$ cat config.mk
export PLATFORM = sky130hd
export DESIGN_NAME = dmem_arbiter
export DESIGN_NICKNAME = d
export VERILOG_FILES = /design/src/rtl/dmem_arbiter.sv
export SDC_FILE = /design/constraint.sdc
export NUM_CORES = 1
export LEC_CHECK = 0
export CAP_MARGIN = 20
export CORE_ASPECT_RATIO = 1.25
export CORE_MARGIN = 2
export CORE_UTILIZATION = 30
export CTS_CLUSTER_SIZE = 8
export DETAILED_ROUTE_END_ITERATION = 16
export SLEW_MARGIN = 40
export SYNTH_ARGS = -nofsm -noshare
export SYNTH_HDL_FRONTEND = slang
export SYNTH_SLANG_ARGS = --single-unit
$ cat constraint.sdc
create_clock -name clk -period 5.9 [get_ports clk]
set_clock_uncertainty 0.1 [all_clocks]
set_input_delay 1.18 -clock clk [delete_from_list [all_inputs] [get_ports clk]]
set_output_delay 1.18 -clock clk [all_outputs]
set_load 0.05 [all_outputs]
$ cat src/rtl/dmem_arbiter.sv
// Two-requester (IFU/LSU) arbiter and sequencer for the shared memory port.
// Define MEM_ARB_RR_EN for round-robin arbitration; default is LSU > IFU.
module dmem_arbiter #(
  parameter int TIMEOUT = 255
) (
  input  logic        clk,
  input  logic        rst,
  input  logic        ifu_req_valid,
  output logic        ifu_req_ready,
  input  logic [31:0] ifu_addr,
  output logic        ifu_resp_valid,
  output logic [31:0] ifu_rdata,
  output logic        ifu_resp_err,
  input  logic        lsu_req_valid,
  output logic        lsu_req_ready,
  input  logic [31:0] lsu_addr,
  input  logic        lsu_we,
  input  logic [2:0]  lsu_memop,
  input  logic [31:0] lsu_wdata,
  output logic        lsu_resp_valid,
  output logic [31:0] lsu_rdata,
  output logic        lsu_resp_err,
  output logic        mem_req,
  output logic        mem_we,
  output logic [31:0] mem_addr,
  output logic [3:0]  mem_wstrb,
  output logic [31:0] mem_wdata,
  input  logic        mem_gnt,
  input  logic        mem_rvalid,
  input  logic [31:0] mem_rdata
);

  typedef enum logic [1:0] {IDLE, REQ, WAIT, RESP} state_t;

  localparam logic [15:0] TO_LAST = 16'(TIMEOUT - 1);

  state_t      state;
  logic [15:0] cnt;
  logic [1:0]  lo;
  logic [2:0]  op;
  logic        we;
  logic        src_lsu;

  logic        pick_lsu;
  logic        pick_ifu;
  logic        take;
  logic        bad;
  logic        lsu_bad;
  logic [31:0] addr_n;
  logic [3:0]  strb_n;
  logic [31:0] wdata_n;
  logic [7:0]  b8;
  logic [15:0] h16;
  logic [31:0] ld;

`ifdef MEM_ARB_RR_EN
  logic last_lsu;

  // Round-robin: on a tie the requester not granted last time wins.
  always_comb begin
    pick_lsu = lsu_req_valid && (!ifu_req_valid || !last_lsu);
  end

  // Remember who was granted last; resets to LSU so IFU wins the first tie.
  always_ff @(posedge clk) begin
    if (rst) begin
      last_lsu <= 1'b1;
    end else if (state == IDLE && take) begin
      last_lsu <= pick_lsu;
    end
  end
`else
  // Fixed priority: LSU always beats IFU.
  always_comb begin
    pick_lsu = lsu_req_valid;
  end
`endif

  assign pick_ifu      = ifu_req_valid && !pick_lsu;
  assign take          = pick_lsu || pick_ifu;
  assign lsu_req_ready = !rst && state == IDLE && pick_lsu;
  assign ifu_req_ready = !rst && state == IDLE && pick_ifu;
  assign addr_n        = pick_lsu ? lsu_addr : ifu_addr;
  assign bad           = pick_lsu ? lsu_bad : |ifu_addr[1:0];

  // Decode LSU size: alignment check, store strobes and lane replication.
  always_comb begin
    strb_n  = 4'b0000;
    wdata_n = 32'd0;
    lsu_bad = 1'b0;
    case (lsu_memop)
      3'b000, 3'b100: begin
        strb_n  = 4'b0001 << lsu_addr[1:0];
        wdata_n = {4{lsu_wdata[7:0]}};
      end
      3'b001, 3'b101: begin
        lsu_bad = lsu_addr[0];
        strb_n  = lsu_addr[1] ? 4'b1100 : 4'b0011;
        wdata_n = {2{lsu_wdata[15:0]}};
      end
      3'b010: begin
        lsu_bad = |lsu_addr[1:0];
        strb_n  = 4'b1111;
        wdata_n = lsu_wdata;
      end
      default: lsu_bad = 1'b1;
    endcase
    if (!lsu_we) begin
      strb_n  = 4'b0000;
      wdata_n = 32'd0;
    end
  end

  // Extract and extend the addressed lane of the returned word.
  always_comb begin
    b8  = mem_rdata[{lo, 3'b000} +: 8];
    h16 = lo[1] ? mem_rdata[31:16] : mem_rdata[15:0];
    case (op)
      3'b000:  ld = {{24{b8[7]}}, b8};
      3'b100:  ld = {24'd0, b8};
      3'b001:  ld = {{16{h16[15]}}, h16};
      3'b101:  ld = {16'd0, h16};
      default: ld = mem_rdata;
    endcase
  end

  // Main sequencer: accept, request, wait for data, respond.
  always_ff @(posedge clk) begin
    if (rst) begin
      state          <= IDLE;
      cnt            <= 16'd0;
      lo             <= 2'b00;
      op             <= 3'b000;
      we             <= 1'b0;
      src_lsu        <= 1'b0;
      mem_req        <= 1'b0;
      mem_we         <= 1'b0;
      mem_addr       <= 32'd0;
      mem_wstrb      <= 4'b0000;
      mem_wdata      <= 32'd0;
      ifu_resp_valid <= 1'b0;
      ifu_rdata      <= 32'd0;
      ifu_resp_err   <= 1'b0;
      lsu_resp_valid <= 1'b0;
      lsu_rdata      <= 32'd0;
      lsu_resp_err   <= 1'b0;
    end else begin
      case (state)
        IDLE: begin
          if (take) begin
            lo      <= addr_n[1:0];
            op      <= pick_lsu ? lsu_memop : 3'b010;
            we      <= pick_lsu && lsu_we;
            src_lsu <= pick_lsu;
            cnt     <= 16'd0;
            if (bad) begin
              state          <= RESP;
              ifu_resp_valid <= pick_ifu;
              ifu_resp_err   <= pick_ifu;
              lsu_resp_valid <= pick_lsu;
              lsu_resp_err   <= pick_lsu;
            end else begin
              state     <= REQ;
              mem_req   <= 1'b1;
              mem_we    <= pick_lsu && lsu_we;
              mem_addr  <= {addr_n[31:2], 2'b00};
              mem_wstrb <= pick_lsu ? strb_n : 4'b0000;
              mem_wdata <= pick_lsu ? wdata_n : 32'd0;
            end
          end
        end
        REQ: begin
          if (mem_gnt || cnt == TO_LAST) begin
            mem_req   <= 1'b0;
            mem_we    <= 1'b0;
            mem_addr  <= 32'd0;
            mem_wstrb <= 4'b0000;
            mem_wdata <= 32'd0;
          end
          if (mem_gnt) begin
            state <= WAIT;
          end else if (cnt == TO_LAST) begin
            state          <= RESP;
            ifu_resp_valid <= !src_lsu;
            ifu_resp_err   <= !src_lsu;
            lsu_resp_valid <= src_lsu;
            lsu_resp_err   <= src_lsu;
          end else begin
            cnt <= cnt + 16'd1;
          end
        end
        WAIT: begin
          if (mem_rvalid) begin
            state <= RESP;
            if (src_lsu) begin
              lsu_resp_valid <= 1'b1;
              lsu_rdata      <= we ? 32'd0 : ld;
            end else begin
              ifu_resp_valid <= 1'b1;
              ifu_rdata      <= mem_rdata;
            end
          end
        end
        RESP: begin
          state          <= IDLE;
          ifu_resp_valid <= 1'b0;
          ifu_rdata      <= 32'd0;
          ifu_resp_err   <= 1'b0;
          lsu_resp_valid <= 1'b0;
          lsu_rdata      <= 32'd0;
          lsu_resp_err   <= 1'b0;
        end
        default: state <= IDLE;
      endcase
    end
  end

endmodule
==> impl_summary.md <==
Yosys
The cell type with the highest aggregate area in the netlist is sky130_fd_sc_hd__dfxtp_1. The most instantiated flip-flop cell in the synthesis netlist is sky130_fd_sc_hd__dfxtp_1. The post-synthesis average cell area is 8.562 sq um. The number of distinct library cells after synthesis is 64. By area the synthesized netlist is led by sky130_fd_sc_hd__dfxtp_1 43%, sky130_fd_sc_hd__a21oi_1 7.3%, sky130_fd_sc_hd__o21ai_0 6.0%, sky130_fd_sc_hd__mux2i_1 4.3%, sky130_fd_sc_hd__nand2_1 3.5%. The number of warnings issued by yosys is 0. The count of flip-flops with a built-in enable after synthesis is 0. The part of the Yosys area used for sequential elements is 43.42%.

In the post-synthesis netlist, the cell with the most instances is sky130_fd_sc_hd__dfxtp_1. The synthesized instance count is 867. The cell area that synthesis handed to floorplanning was 7423 sq um. After synthesis, the most frequently instantiated cells are 161 x sky130_fd_sc_hd__dfxtp_1, 109 x sky130_fd_sc_hd__a21oi_1, 89 x sky130_fd_sc_hd__o21ai_0, 70 x sky130_fd_sc_hd__nand2_1, 63 x sky130_fd_sc_hd__nor2_1.

The share of Yosys cell area claimed by the top area cell type is 43.42%. The post-synthesis async set-or-reset flop share is 0%. The register bit total from synthesis is 161.

CTS
After clock tree synthesis, the clock-pin slew on the worst setup and hold paths is 60 ps. The deepest level of the CTS H-tree is 4. The cell at the root of the clock tree is sky130_fd_sc_hd__clkbuf_16. Gates resized during post-CTS repair numbered 0. The number of setup buffers added after CTS is 0. The number of sinks on the clock net is 161. The number of clock buffers added by TritonCTS is 17. The count of hold-fix buffers inserted at cts is 0.

The maximum root-to-sink buffer count is 2. The later pin in the worst-skew pair is clocked with a latency of 420 ps. TritonCTS built the clock tree.

Critical path
The critical path is of the in -> out type. The highest net fanout along the worst path is 8. The required time reported for the critical path endpoint is 4620 ps.

The critical path startpoint category is an input port. The sort of element at the end of the critical path is a primary output. The worst path arrival time is 3090 ps.

Cells and area
The finished cells cover 10,920 sq um. For this run, the share of the core covered by cells in the final layout is 44.71%. The count of inserted antenna diode cells is 0. The number of nets in the final layout is 1,245.

Cells with a size suffix above 1 make up 7.092% of the layout. Relative to the synthesized area, the layout overhead comes to 47.09%. The finished layout holds 1,444 standard cells, fillers aside.

STA
Summed over all failing endpoints, the final setup total negative slack is 0 ps. The slew at the pin closest to its max-slew limit is 801.5 ps. Based on the critical path, the design can be clocked at up to 0.2288 GHz. The final hold violation count came to 0. The count of final max-slew check failures came to 0. The final-report setup violation count is 0. The worst slew margin relative to its limit is 46.57%. Setup repair after global routing left no endpoint under its margin. The share of the clock period used by the worst path after layout is 74.07%. The routed design could run at a clock period as short as 4370 ps.

Die
Once the floorplan was initialized, standard cells occupied 30.39% of the core. The floorplan step defined a die boundary enclosing 26,030 sq um. The initialized floorplan defines 64 standard-cell rows. The core region area is 24,420 sq um. For this design the top-level I/O count stands at 278. The floorplan step set the die width to 144.7 microns. In this run the vertical extent of the chip is 179.9 microns.

Routing
The sum of routed wire length over all layers is 24,620 microns. For this run, design rule violations remaining after detail routing come to 0. The detailed-route vias per instance is 5.078. The average routed wire per standard cell is 17.05 microns. The first detailed-routing pass took 5 iterations. The via count is 7,332. The DRC violation total after the first TritonRoute iteration is 416. The antenna violation net count after detailed routing is 0.

Power and ir drop
The final total power is 0.004087 W. The share of total power in sequential cells is 32.4%. Per report_power, the clock group accounts for 26.6% of the total. For this design the static power due to leakage is 3.893 nW. The switching fraction of total power is 41.20%.

The switching power total is 0.001684 W. The total power per unit cell area is 374.3 nW/um^2. Combinational cells account for 41.1% of the total power. IR analysis of the VDD net gives a maximum drop of 223.4 uV. The cell-internal power is 0.002403 W.

Worst hold path
In this run the worst hold path is classified as reg -> reg.

Placed design
Detailed placement finished with a half-perimeter wire length of 17,920 microns. At the end of routability-driven placement, the weighted congestion stood at 0.8022. Including well taps, the total number of placed cells is 1,412. Once placement finished, the instance area stood at 10,340 sq um.

During placement, the flow inserted port buffers numbering 275.

Run
The max-cap violation count is 0.

GRT
The total overflow left after global routing is 0. In the global route stage, overall resource usage came out at 18.77%. The first global-routing pass estimated 38,650 microns of wire. The largest net degree at the start of global routing is 73. The number of global-route vias before repair is 6,825. The number of antenna violations at the first check in global routing is 0.

Run status
The run finished with clean final reports.
[state kept, by name (all words and copies together), names as in the netlist, 3 cells and up]
name       flops
cnt           16
mem_wstrb      4
lsu_rdata     32
mem_addr      30
op             3
mem_wdata     32
ifu_rdata     32
[critical path: stages]
cell and delay (ps):
sky130_fd_sc_hd__clkdlybuf4s50_1 620, sky130_fd_sc_hd__nand2b_1 160, sky130_fd_sc_hd__nor3b_1 270, sky130_fd_sc_hd__clkdlybuf4s50_1 860
[power by group through the flow]
| stage | combinational [W] | clock [W] | sequential (W) |
|---|---|---|---|
| finish | 0.00168 | 0.00109 | 0.00132 |
| global route | 0.00182 | 0.00116 | 0.00134 |
| CTS | 0.00169 | 0.00111 | 0.00132 |
| detailed placement | 0.00168 | 0 | 0.00134 |
| global placement | 0.00167 | 0 | 0.00134 |
| floorplan | 0.000763 | 0 | 0.00174 |
[path summary, 6_finish.rpt]
kind	from	endpoint	slack [ps]	cells past startpoint
worst max-delay path	ifu_req_valid	ifu_req_ready	1530	4
worst min-delay path	lsu_rdata[17]	lsu_rdata[17]	350	2
worst max register to register	state[1]	cnt[14]	3090	7
worst min register to register	lsu_rdata[17]	lsu_rdata[17]	350	2
[metal layers]
| layer | GRT usage, % | vias up | part of all wire, % |
|---|---|---|---|
| met2 | 31.32 | 227 | 49 |
| li1 | - | 3625 | - |
| met5 | 0 | - | 0 |
| met4 | 6.291 | 0 | 2.4 |
| met3 | 4.209 | 36 | 5.5 |
| met1 | 23.76 | 3444 | 43 |
[per-stage QoR]
step                      hold slack [ps]  worst slack [ps]
after CTS                           357.3              1558
final                               350.2              1530
after floorplan                     360.8              1860
after detailed placement            342.7              1574
after global routing                379.3              1461
after global placement              334.6              1553
[area by class of cell]
cell class                 instances  area [sq um]
inverter                          12         45.04
tap                              330         412.9
clock buffer                      19         432.9
fill                            2411         13500
timing repair buffer             285          2818
multi-input combinational        624          3846
clock inverter                    13         141.4
sequential                       161          3223
[cell usage in the layout, fill, tap and decap left out, drive strengths merged, types with 4 or more instances in the layout]
cell type        n
nand3            7
or4              6
a22oi           33
nor3            13
a22o            24
a21oi          112
clkbuf          19
nand4            4
nor3b            4
mux2            10
nand2b          10
inv             19
o31ai            4
dfxtp          161
a31oi            6
a32oi            4
nor2            63
mux2i           32
nor2b           15
o22ai            4
ha               6
o21ai           93
nand2           70
buf             12
a21o             7
o221ai           5
or3             44
o2bb2ai         13
clkdlybuf4s50  273
[logic make-up (layout without fill, tap and decap cells)]
| kind of cell | after synthesis | after routing | share of synthesized area [%] |
|---|---|---|---|
| AO/OA/AOI/OAI | 322 | 322 | 26.90 |
| XOR/XNOR | 1 | 1 | 0.1180 |
| adder cells (fa/ha/maj) | 6 | 6 | 1.011 |
| buffers and inverters | 83 | 329 | 5.073 |
| flip-flops | 161 | 161 | 43.42 |
| multiplexers | 43 | 43 | 6.135 |
| other | 1 | 2 | 0.05052 |
| AND/OR/NAND/NOR | 250 | 250 | 17.29 |
(Power assumes the default switching activity.)
